==> src/rtl/usb_tx.sv <==
// usb_tx: USB full-speed packet transmitter.
// Takes a packet request, then serialises SYNC, PID, an optional payload
// pulled from the shared data buffer, and CRC16. The bit stream is bit-stuffed,
// NRZI encoded and closed with an EOP.
// Ports:
//   clk, rst            - single clock; synchronous active-high reset
//   tx_packet           - request code: 1 DATA0, 2 ACK, 3 NAK, 4 STALL, 5-15 invalid
//   buffer_occupancy    - payload bytes available, latched on a DATA0 accept
//   tx_packet_data      - buffer read data, valid the cycle after a pop
//   get_tx_packet_data  - one-cycle buffer pop strobe
//   dplus_out/dminus_out- bus line drive (J = 1/0, K = 0/1, SE0 = 0/0)
//   tx_transfer_active  - high from accept through the last EOP bit
//   tx_error            - one-cycle pulse on an invalid request code
module usb_tx #(
  parameter int unsigned CLKS_PER_BIT = 4,
  parameter int unsigned MAX_BYTES    = 64
) (
  input  logic       clk,
  input  logic       rst,
  input  logic [3:0] tx_packet,
  input  logic [6:0] buffer_occupancy,
  input  logic [7:0] tx_packet_data,
  output logic       get_tx_packet_data,
  output logic       dplus_out,
  output logic       dminus_out,
  output logic       tx_transfer_active,
  output logic       tx_error
);

  localparam int unsigned BCW = (CLKS_PER_BIT > 1) ? $clog2(CLKS_PER_BIT) : 1;

  typedef enum logic [2:0] {
    S_IDLE, S_SYNC, S_PID, S_DATA, S_CRC_LO, S_CRC_HI, S_EOP_SE0, S_EOP_J
  } state_t;

  state_t           r_state, w_state_nxt;
  logic [BCW-1:0]   r_bitcnt, w_bitcnt_nxt;
  logic [2:0]       r_bitidx, w_bitidx_nxt;
  logic [7:0]       r_byte, w_byte_nxt;
  logic [2:0]       r_ones, w_ones_nxt;
  logic             r_dp, w_dp_nxt;
  logic             r_dm, w_dm_nxt;
  logic             r_active, w_active_nxt;
  logic             r_err, w_err_nxt;
  logic [3:0]       r_pid, w_pid_nxt;
  logic             r_is_data, w_is_data_nxt;
  logic [6:0]       r_count, w_count_nxt;
  logic             r_have, w_have_nxt;
  logic [15:0]      r_crc, w_crc_nxt;

  logic             w_tick;
  logic             w_last_bit;
  logic             w_get;
  logic             w_send;
  logic             w_bit;
  logic             w_load;
  logic [7:0]       w_nbyte;

  // Reflected CRC16 (poly 0x8005 -> 0xA001), data consumed LSB first.
  function automatic logic [15:0] crc16_byte(input logic [15:0] c, input logic [7:0] d);
    logic [15:0] v;
    v = c;
    for (int unsigned i = 0; i < 8; i++) begin
      if (v[0] ^ d[i]) v = (v >> 1) ^ 16'hA001;
      else             v = v >> 1;
    end
    return v;
  endfunction

  assign w_tick = (r_bitcnt == BCW'(CLKS_PER_BIT - 1));
  // The current bit is the final one of its byte unless a stuff bit must follow it.
  assign w_last_bit = (r_bitidx == 3'd7) && (r_ones != 3'd6);
  // Pop one cycle ahead of the bit boundary so the byte is present at the tick.
  assign w_get = ((r_state == S_PID) || (r_state == S_DATA)) && w_last_bit &&
                 (r_count != 7'd0) && (r_bitcnt == BCW'(CLKS_PER_BIT - 2));

  always_comb begin
    w_state_nxt   = r_state;
    w_bitcnt_nxt  = r_bitcnt;
    w_bitidx_nxt  = r_bitidx;
    w_byte_nxt    = r_byte;
    w_ones_nxt    = r_ones;
    w_dp_nxt      = r_dp;
    w_dm_nxt      = r_dm;
    w_active_nxt  = r_active;
    w_err_nxt     = 1'b0;
    w_pid_nxt     = r_pid;
    w_is_data_nxt = r_is_data;
    w_count_nxt   = r_count;
    w_have_nxt    = r_have;
    w_crc_nxt     = r_crc;
    w_send        = 1'b0;
    w_bit         = 1'b0;
    w_load        = 1'b0;
    w_nbyte       = 8'h00;

    if (r_state != S_IDLE)
      w_bitcnt_nxt = w_tick ? '0 : r_bitcnt + BCW'(1);

    if (w_get) begin
      w_count_nxt = r_count - 7'd1;
      w_have_nxt  = 1'b1;
    end

    unique case (r_state)
      S_IDLE: begin
        if ((tx_packet >= 4'd1) && (tx_packet <= 4'd4)) begin
          w_state_nxt   = S_SYNC;
          w_byte_nxt    = 8'h80;
          w_bitidx_nxt  = '0;
          w_bitcnt_nxt  = '0;
          w_crc_nxt     = '1;
          w_have_nxt    = 1'b0;
          w_active_nxt  = 1'b1;
          w_is_data_nxt = (tx_packet == 4'd1);
          w_count_nxt   = '0;
          if (tx_packet == 4'd1)
            w_count_nxt = (buffer_occupancy > 7'(MAX_BYTES)) ? 7'(MAX_BYTES) : buffer_occupancy;
          unique case (tx_packet)
            4'd1:    w_pid_nxt = 4'h3;
            4'd2:    w_pid_nxt = 4'h2;
            4'd3:    w_pid_nxt = 4'hA;
            default: w_pid_nxt = 4'hE;
          endcase
          // First SYNC bit (a 0) goes on the line at the accept edge.
          w_send = 1'b1;
          w_bit  = 1'b0;
        end else if (tx_packet != 4'd0) begin
          w_err_nxt = 1'b1;
        end
      end
      S_EOP_SE0: begin
        if (w_tick) begin
          if (r_bitidx == 3'd0) begin
            w_bitidx_nxt = 3'd1;
          end else begin
            w_state_nxt = S_EOP_J;
            w_dp_nxt    = 1'b1;
            w_dm_nxt    = 1'b0;
          end
        end
      end
      S_EOP_J: begin
        if (w_tick) begin
          w_state_nxt  = S_IDLE;
          w_active_nxt = 1'b0;
        end
      end
      default: begin
        if (w_tick) begin
          if (r_ones == 3'd6) begin
            // Stuff bit: the byte shift register holds for this period.
            w_send = 1'b1;
            w_bit  = 1'b0;
          end else if (r_bitidx != 3'd7) begin
            w_bitidx_nxt = r_bitidx + 3'd1;
            w_byte_nxt   = r_byte >> 1;
            w_send       = 1'b1;
            w_bit        = r_byte[1];
          end else begin
            w_bitidx_nxt = '0;
            w_load       = 1'b1;
            unique case (r_state)
              S_SYNC: begin
                w_state_nxt = S_PID;
                w_nbyte     = {~r_pid, r_pid};
              end
              S_PID, S_DATA: begin
                if (r_have) begin
                  w_state_nxt = S_DATA;
                  w_nbyte     = tx_packet_data;
                  w_crc_nxt   = crc16_byte(r_crc, tx_packet_data);
                  w_have_nxt  = 1'b0;
                end else if (r_is_data) begin
                  w_state_nxt = S_CRC_LO;
                  w_nbyte     = ~r_crc[7:0];
                end else begin
                  w_state_nxt = S_EOP_SE0;
                  w_load      = 1'b0;
                end
              end
              S_CRC_LO: begin
                w_state_nxt = S_CRC_HI;
                w_nbyte     = ~r_crc[15:8];
              end
              default: begin
                w_state_nxt = S_EOP_SE0;
                w_load      = 1'b0;
              end
            endcase
            if (w_load) begin
              w_byte_nxt = w_nbyte;
              w_send     = 1'b1;
              w_bit      = w_nbyte[0];
            end else begin
              w_dp_nxt = 1'b0;
              w_dm_nxt = 1'b0;
            end
          end
        end
      end
    endcase

    // NRZI: a 0 toggles J<->K, a 1 holds; every sent bit updates the run of 1s.
    if (w_send) begin
      w_ones_nxt = w_bit ? r_ones + 3'd1 : '0;
      if (!w_bit) begin
        w_dp_nxt = r_dm;
        w_dm_nxt = r_dp;
      end
    end
  end

  always_ff @(posedge clk) begin
    if (rst) begin
      r_state   <= S_IDLE;
      r_bitcnt  <= '0;
      r_bitidx  <= '0;
      r_byte    <= '0;
      r_ones    <= '0;
      r_dp      <= 1'b1;
      r_dm      <= 1'b0;
      r_active  <= 1'b0;
      r_err     <= 1'b0;
      r_pid     <= '0;
      r_is_data <= 1'b0;
      r_count   <= '0;
      r_have    <= 1'b0;
      r_crc     <= '1;
    end else begin
      r_state   <= w_state_nxt;
      r_bitcnt  <= w_bitcnt_nxt;
      r_bitidx  <= w_bitidx_nxt;
      r_byte    <= w_byte_nxt;
      r_ones    <= w_ones_nxt;
      r_dp      <= w_dp_nxt;
      r_dm      <= w_dm_nxt;
      r_active  <= w_active_nxt;
      r_err     <= w_err_nxt;
      r_pid     <= w_pid_nxt;
      r_is_data <= w_is_data_nxt;
      r_count   <= w_count_nxt;
      r_have    <= w_have_nxt;
      r_crc     <= w_crc_nxt;
    end
  end

  assign get_tx_packet_data = w_get;
  assign dplus_out          = r_dp;
  assign dminus_out         = r_dm;
  assign tx_transfer_active = r_active;
  assign tx_error           = r_err;

endmodule

==> config.mk <==
export PLATFORM = sky130hd
export DESIGN_NAME = usb_tx
export DESIGN_NICKNAME = d
export VERILOG_FILES = /design/src/rtl/usb_tx.sv
export SDC_FILE = /design/constraint.sdc
export NUM_CORES = 1
export LEC_CHECK = 0
export ABC_CLOCK_PERIOD_IN_PS = 1950
export CAP_MARGIN = 20
export CORE_ASPECT_RATIO = 1.75
export CORE_MARGIN = 2
export CORE_UTILIZATION = 52
export DETAILED_ROUTE_END_ITERATION = 8
export GPL_TIMING_DRIVEN = 0
export MAX_ROUTING_LAYER = met4
export PLACE_DENSITY = 0.75
export SYNTH_ARGS = -nofsm -noshare
export SYNTH_HDL_FRONTEND = slang
export SYNTH_SLANG_ARGS = --single-unit
==> constraint.sdc <==
create_clock -name clk -period 1.95 [get_ports clk]
set_input_delay 0.39 -clock clk [delete_from_list [all_inputs] [get_ports clk]]
set_output_delay 0.39 -clock clk [all_outputs]
set_load 0.005 [all_outputs]
==> results of run 1 <==
sequential cells by signal, indices dropped and copies added (netlist names), 2 cells and up:
name      cells
r_count       7
r_ones        3
r_bitcnt      2
r_crc        16
r_bitidx      3
r_byte        7
r_pid         4
r_state       3
per-layer routing:
metal / vias to the layer above / GRT usage (%) / part of all wire (%)
li1: 1496 / - / -
met1: 1519 / 33.2 / 35
met2: 162 / 51.8 / 52
met3: 66 / 5.60 / 5.5
met4: 0 / 21.3 / 7.4
met5: - / - / 0
final timing paths:
path,cells past startpoint,slack [ns],endpoint,start
worst min-delay path,2,0.46,r_byte[1]$_SDFFE_PP0P_,r_byte[1]$_SDFFE_PP0P_
worst max register to register,5,-0.02,r_ones[1]$_SDFFE_PP0P_,r_state[1]$_SDFFE_PP0P_
worst min register to register,2,0.46,r_byte[1]$_SDFFE_PP0P_,r_byte[1]$_SDFFE_PP0P_
worst max-delay path,5,-0.02,r_ones[1]$_SDFFE_PP0P_,r_state[1]$_SDFFE_PP0P_
final cells by class:
cell class | instances | area [um2]
Timing Repair Buffer | 53 | 454
Tap cell | 76 | 95.1
Clock buffer | 6 | 82.6
Multi-Input combinational cell | 292 | 2170
Buffer | 20 | 119
Clock inverter | 2 | 60.1
Fill cell | 426 | 1510
Sequential cell | 50 | 1020
Inverter | 10 | 37.5
kinds of logic after synthesis:
kind of cell | synth area share [%]
flip-flops | 33.6
XOR/XNOR | 8.15
buffers and inverters | 4.87
AO/OA/AOI/OAI | 24.2
AND/OR/NAND/NOR | 25.4
adder cells (fa/ha/maj) | 3.78
worst max-delay path: stages, from the launching register on:
cell                        delay, ns
sky130_fd_sc_hd__dfxtp_4         0.37
sky130_fd_sc_hd__or3_4           0.43
sky130_fd_sc_hd__or4_4           0.61
sky130_fd_sc_hd__o21a_4          0.18
sky130_fd_sc_hd__a2bb2oi_1       0.19
sky130_fd_sc_hd__nor2_1          0.07
cell usage after synthesis, types with 2 or more instances:
master                      count
sky130_fd_sc_hd__dfxtp_1       50
sky130_fd_sc_hd__nor2_1        37
sky130_fd_sc_hd__nand2_1       32
sky130_fd_sc_hd__o21ai_0       30
sky130_fd_sc_hd__a21oi_1       28
sky130_fd_sc_hd__clkbuf_1      22
sky130_fd_sc_hd__nand3_1       17
sky130_fd_sc_hd__xnor2_1       16
sky130_fd_sc_hd__nor3_1        14
sky130_fd_sc_hd__inv_1         10
sky130_fd_sc_hd__ha_1           9
sky130_fd_sc_hd__xor2_1         9
sky130_fd_sc_hd__a211oi_1       7
sky130_fd_sc_hd__o211ai_1       7
sky130_fd_sc_hd__a31oi_1        6
sky130_fd_sc_hd__o2111ai_1      6
sky130_fd_sc_hd__nand2b_1       5
sky130_fd_sc_hd__nand3b_1       5
sky130_fd_sc_hd__nor4_1         5
sky130_fd_sc_hd__or3_1          5
sky130_fd_sc_hd__nor2b_1        4
sky130_fd_sc_hd__nand4_1        3
sky130_fd_sc_hd__nor3b_1        3
sky130_fd_sc_hd__o221ai_1       3
sky130_fd_sc_hd__o22ai_1        3
sky130_fd_sc_hd__or3b_2         3
sky130_fd_sc_hd__a21boi_0       2
sky130_fd_sc_hd__and4_1         2
sky130_fd_sc_hd__buf_2          2
sky130_fd_sc_hd__o21a_1         2
sky130_fd_sc_hd__o21bai_1       2
sky130_fd_sc_hd__o22a_1         2
placed cells by master, fill, tap and decap left out, types with 7 or more instances in the layout:
master	instances
sky130_fd_sc_hd__a21oi_1	25
sky130_fd_sc_hd__buf_4	27
sky130_fd_sc_hd__buf_6	7
sky130_fd_sc_hd__clkbuf_2	8
sky130_fd_sc_hd__clkdlybuf4s50_1	13
sky130_fd_sc_hd__dfxtp_1	41
sky130_fd_sc_hd__dlygate4sd2_1	9
sky130_fd_sc_hd__inv_1	9
sky130_fd_sc_hd__nand2_1	31
sky130_fd_sc_hd__nand3_1	16
sky130_fd_sc_hd__nor2_1	36
sky130_fd_sc_hd__nor3_1	12
sky130_fd_sc_hd__o211ai_1	7
sky130_fd_sc_hd__o21ai_0	19
sky130_fd_sc_hd__o21ai_1	9
sky130_fd_sc_hd__xnor2_1	9
sky130_fd_sc_hd__xor2_1	7
through the flow:
step / setup slack (ns) / instance area [um2] / hold slack (ns)
floorplan: -0.0417 / 3000 / 0.432
global placement: -0.771 / 3330 / 0.441
detailed placement: -0.787 / 3330 / 0.450
CTS: -0.0187 / 3850 / 0.464
global route: -0.0788 / 4030 / 0.486
finish: -0.0151 / 4030 / 0.462
where the power goes:
group          switching [mW]  leakage (nW)  internal, mW
registers              0.0359         0.410          1.06
logic                   0.332         0.941         0.272
clock network           0.360        0.0714         0.547
timing repair:
action | 4_1_cts | 5_1_grt
pin swaps | 21 | 13
hold buffers | 0 | 0
buffers inserted | 24 | 5
endpoints found under the setup margin | 46 | 42
cloned | 1 | 0
endpoints found under the hold margin | 0 | 0
gates resized for setup | 69 | 62
==> qor_table.md, run 1 <==
| Metric | This run | Unit |
|:---|:---|:---|
| Cell count after synthesis | 378 | - |
| Die height | 104 | um |
| Register area share after synthesis | 33.6 | % |
| Most instantiated flip-flop cell in the synthesis netlist | sky130_fd_sc_hd__dfxtp_1 | - |
| Die Wd | 61.2 | um |
| Number of maximum-capacitance violations | 0 | - |
| Cell Rows | 36 | - |
| Critical setup path kind | flip-flop to flip-flop | - |
| Number of global-route vias before repair | 3166 | - |
| Total congestion overflow after global routing | 0 | - |
| Post-Synthesis Mean Instance Area | 7.88 | um2 |
| Startpoint class of the critical path | flip-flop | - |
| Final Wtd Congestion | 0.937 | - |
| Gr usage total | 31.9 | % |
| Data required time of the critical path | 2.13 | ns |
| Die footprint | 6370 | um2 |
| Peak Freq | 509 | MHz |
| First-iteration detailed-routing DRC count | 196 | - |
| Via density | 6.37 | - |
| Arrival time at the worst endpoint | 2.15 | ns |
| CTS tree | done | - |
| Core ar. | 5540 | um2 |
| Initial antenna violation count | 0 | - |
| Smallest setup slack after layout | -0.0151 | ns |
| Final total power | 2.60 | mW |
| Detailed Route WL | 9490 | um |
| Clock skew | 0.0120 | ns |
| Setup violations, final | 3 | - |
| Biggest area contributors in the synthesized netlist | sky130_fd_sc_hd__dfxtp_1 (34%), sky130_fd_sc_hd__o21ai_0 (5.0%), sky130_fd_sc_hd__a21oi_1 (4.7%), sky130_fd_sc_hd__xnor2_1 (4.7%), sky130_fd_sc_hd__nor2_1 (4.7%) | - |
| Number of clock sinks | 50 | - |
| Effective utilization at floorplan | 53.8 | % |
| Fraction of post-synthesis cell area in the top cell type by area | 33.6 | % |
| Fraction of registers with async set/reset | 0 | % |
| Transition time of the tightest slew-check pin | 0.688 | ns |
| Via count | 3243 | - |
| Finished Core Util | 72.8 | % |
| Pin count of the biggest net entering global routing | 16 | - |
| Cell taking the most area after synthesis | sky130_fd_sc_hd__dfxtp_1 | - |
| Largest buffer count on any clock path | 2 | - |
| Post-synthesis register bit count | 50 | - |
| Outcome | complete, but fails checks | - |
| Mapped Area | 2980 | um2 |
| Net count, final | 462 | - |
| Number of nets in the synthesized netlist | 408 | - |
| Number of placed I/O pins | 26 | - |
| Number of max-slew violations in the final report | 0 | - |
| Drt drc | 0 | - |
| Layout Cells excl Fill | 509 | - |
| CTS H-Tree Depth | 2 | - |
| Routed WL per cell | 18.7 | um |
| Worst supply voltage drop on vdd | 407 | uV |
| CTS Buf Count | 5 | - |
| Clock latency on the worst-skew pair | 0.32 | ns |
| Share of layout cells above drive strength 1 | 26.6 | % |
| Setup repair after global routing missed its margin | true | - |
| Capturing element type of the critical path | flip-flop | - |
| Placed insts | 477 | - |
| Iteration count of the initial detailed-routing pass | 5 | - |
| Tightest Hold Check Type | flip-flop to flip-flop | - |
| Synthesis Warnings | 0 | - |
| Number of synthesized flops with an enable pin | 0 | - |
| Area growth from synthesis to final layout | 35.4 | % |
| Number of distinct library cells after synthesis | 59 | - |
| Final Critical Period | 1.97 | ns |
| Number of buffers inserted by port buffering | 23 | - |
| Post-detail-place hpwl | 6330 | um |
| Share of the clock period used by the worst path after layout | 101 | % |
| Hold Fails Final Rpt | 0 | - |
| First-pass GRT wire length | 15000 | um |
| Normalized max-slew margin | 54.1 | % |
| Largest fanout on the critical path | 5 | - |
| Clk Tree Root Cell | sky130_fd_sc_hd__clkbuf_8 | - |
| ANT cells | 0 | - |
| Antenna Nets Post-Route | 0 | - |
| Leakage power total | 1.42 | nW |
| Final-layout setup total negative slack | -0.0229 | ns |
| Clock slew at the register clock pins of the worst setup and hold paths | 0.09 | ns |
| Violated checks | setup timing | - |
| P per Cell Area | 645 | nW/um2 |
Power figures use the tool's default switching activity.
==> run 2: changes to the inputs <==
GPL_TIMING_DRIVEN = 1   (was 0)
SETUP_SLACK_MARGIN = 0.3   (was unset)
==> run 2 against run 1 <==
Net effect: clock power is 17% lower; first-iteration DRC count is 63% higher; core utilization is 14 points higher; the flow still finishes with violations (setup timing); wire length is 30% higher; sequential cell count stayed put; combinational power is 34% higher; largest cell class unchanged; largest power group unchanged.
==> qor_table.md, run 2 (synthesis gave the netlist of run 1 again) <==
| Metric | This run | Unit | vs previous |
|:---|:---|:---|:---|
| Final Instance Area | 4830 | um2 | +20% |
| Placed inst area | 3800 | um2 | +14% |
| Number of global-route vias before repair | 3381 | - | +6.8% |
| Fill cells | 288 | - | -32% |
| Die height | 104 | um | unchanged |
| Number of max-slew violations in the final report | 0 | - | unchanged |
| Largest fanout on the critical path | 3 | - | -2 |
| Share of layout cells above drive strength 1 | 45.1 | % | +18 points |
| Topmost layer with routed signal wires | met4 | - |  |
| Peak Freq | 484 | MHz | -4.9% |
| Hold buffer count at CTS | 0 | - | unchanged |
| Initial antenna violation count | 1 | - | +1 |
| Clock skew | 0.0116 | ns | -0.000391 ns |
| Commonest cells after routing, fill and taps aside | sky130_fd_sc_hd__buf_4 (59), sky130_fd_sc_hd__dfxtp_1 (38), sky130_fd_sc_hd__nand2_1 (27), sky130_fd_sc_hd__nor2_1 (23), sky130_fd_sc_hd__buf_6 (22) | - |  |
| Violated checks | setup timing | - |  |
| Routed met3 length | 758 | um | +45% |
| Clk Tree Root Cell | sky130_fd_sc_hd__clkbuf_8 | - |  |
| Arrival time at the worst endpoint | 1.68 | ns | -0.47 ns |
| Iteration count of the initial detailed-routing pass | 4 | - | -1 |
| Number of clock sinks | 50 | - | unchanged |
| Critical setup path kind | flip-flop to primary output | - |  |
| CTS tree | done | - |  |
| Normalized max-slew margin | 68.3 | % | +14 points |
| Largest registers | r_crc x16, r_byte x7, r_count x7 | - |  |
| First-pass GRT wire length | 15500 | um | +3.5% |
| Largest buffer count on any clock path | 2 | - | unchanged |
| P per Cell Area | 551 | nW/um2 | -15% |
| CTS H-Tree Depth | 2 | - | unchanged |
| Die Wd | 61.2 | um | unchanged |
| Smallest setup slack after layout | -0.115 | ns | -0.100 ns |
| Setup repair after global routing missed its margin | true | - |  |
| Placed insts | 517 | - | +8.4% |
| Tightest Hold Check Type | flip-flop to flip-flop | - |  |
| Routed WL per cell | 22.4 | um | +20% |
| Detailed Route WL | 12400 | um | +30% |
| Gr usage total | 33.0 | % | +1.1 points |
| Outcome | complete, but fails checks | - |  |
| Core ar. | 5540 | um2 | unchanged |
| Number of buffers inserted by port buffering | 25 | - | +8.7% |
| Capturing element type of the critical path | primary output | - |  |
| Antenna Nets Post-Route | 0 | - | unchanged |
| Data required time of the critical path | 1.56 | ns | -0.57 ns |
| Effective utilization at floorplan | 53.8 | % | unchanged |
| Final Critical Period | 2.07 | ns | +0.100 ns |
| Worst supply voltage drop on vdd | 504 | uV | +24% |
| Hold Fails Final Rpt | 0 | - | unchanged |
| Number of maximum-capacitance violations | 0 | - | unchanged |
| Area growth from synthesis to final layout | 62.0 | % |  |
| Setup violations, final | 7 | - | +4 |
| Register with the highest flop count | r_crc | - |  |
| Transition time of the tightest slew-check pin | 0.474 | ns | -0.214 ns |
| Number of flip-flops under the largest register name | 16 | - | unchanged |
| Die footprint | 6370 | um2 | unchanged |
| Startpoint class of the critical path | flip-flop | - |  |
| WL met2 | 6310 | um | +27% |
| Worst setup slack before clock tree synthesis | -0.402 | ns | +0.385 ns |
| Post-detail-place hpwl | 6500 | um | +2.8% |
| Cell Rows | 36 | - | unchanged |
| Pin count of the biggest net entering global routing | 22 | - | +6 |
| CTS Buf Count | 5 | - | unchanged |
| Via count | 3573 | - | +10% |
| Finished Core Util | 87.1 | % | +14 points |
| Layout Cells excl Fill | 552 | - | +8.4% |
| First-iteration detailed-routing DRC count | 319 | - | +63% |
| Clock slew at the register clock pins of the worst setup and hold paths | 0.10 | ns | about the same |
| Net count, final | 504 | - | +9.1% |
| Routed length on met1 | 4320 | um | +31% |
| Via density | 6.47 | - | +1.6% |
| Total congestion overflow after global routing | 0 | - | unchanged |
| Final Wtd Congestion | 0.897 | - | -4.3% |
| Leakage power total | 1.76 | nW | +23% |
| Drt drc | 0 | - | unchanged |
| Most frequent standard cell in the layout excluding fill and tap cells | sky130_fd_sc_hd__buf_4 | - |  |
| Clock latency on the worst-skew pair | 0.32 | ns | about the same |
| Share of the clock period used by the worst path after layout | 106 | % | +5.1 points |
| Number of placed I/O pins | 26 | - | unchanged |
## run 2: cell types whose count changed in the layout (fill, tap and decap cells not counted), sizes merged
cell,before,now
bufinv,2,1
buf,35,89
dlymetal6s2s,0,2
nand2,33,34
clkdlybuf4s50,13,14
diode,0,1
dlygate4sd2,9,6
clkbuf,22,8
clkdlybuf4s15,0,2
## run 2: worst paths after layout
path | from | end | slack [ns] | cells after the start
worst max-delay path | r_ones[0]$_SDFFE_PP0P_ | get_tx_packet_data | -0.12 | 6
worst min-delay path | r_byte[4]$_SDFFE_PP0P_ | r_byte[4]$_SDFFE_PP0P_ | 0.48 | 2
worst max register to register | r_ones[0]$_SDFFE_PP0P_ | r_count[1]$_SDFF_PP0_ | -0.11 | 10
worst min register to register | r_byte[4]$_SDFFE_PP0P_ | r_byte[4]$_SDFFE_PP0P_ | 0.48 | 2
## run 2: routing by layer
| layer | global-route usage, % | vias to the layer above |
|---|---|---|
| li1 | - | 1570 |
| met2 | 55.2 | 196 |
| met1 | 34.2 | 1719 |
| met3 | 5.72 | 88 |
| met5 | - | - |
| met4 | 19.1 | 0 |
## run 2: timing repair
item	in CTS	in global routing
buffers inserted	11	13
pin swaps	37	60
resized for setup	75	115
gates cloned	0	2
setup endpoints to repair	46	47
## run 2: worst max-delay path, stage by stage, from the launching register on
cell and delay, ns:
sky130_fd_sc_hd__dfxtp_2 0.35, sky130_fd_sc_hd__inv_2 0.05, sky130_fd_sc_hd__ha_4 0.17, sky130_fd_sc_hd__nand2_1 0.09, sky130_fd_sc_hd__nand4_1 0.28, sky130_fd_sc_hd__a31oi_4 0.26, sky130_fd_sc_hd__buf_2 0.14
## run 2: area by class of cell
type / instances / area, um2 / share of cell area [%]
antenna: 1 / 2.50 / 0.0518
clock inverter: 1 / 30.0 / 0.622
timing repair buffer: 114 / 1090 / 22.6
inverter: 10 / 37.5 / 0.778
multi-input combinational: 293 / 2470 / 51.2
clock buffer: 7 / 76.3 / 1.58
tap: 76 / 95.1 / 1.97
sequential: 50 / 1020 / 21.2
## run 2: power by group
group / total (mW) / internal [mW] / switching, mW
clock network: 0.753 / 0.385 / 0.368
registers: 1.10 / 1.06 / 0.0409
logic: 0.811 / 0.386 / 0.425
total: 2.66 / 1.83 / 0.834
## run 2: through the flow
step	TNS [ns]	power, mW	hold slack, ns
CTS	0	2.44	0.464
floorplan	0	1.43	0.436
detailed placement	-12.03	1.66	0.451
global route	-2.40	2.74	0.510
global placement	-10.21	1.65	0.445
finish	-0.486	2.66	0.477
==> run 3: changes to the inputs <==
HOLD_SLACK_MARGIN = 0.1   (was unset)
==> results of run 3 <==
No change in the layout: final DEF, timing and power equal those of run 2.
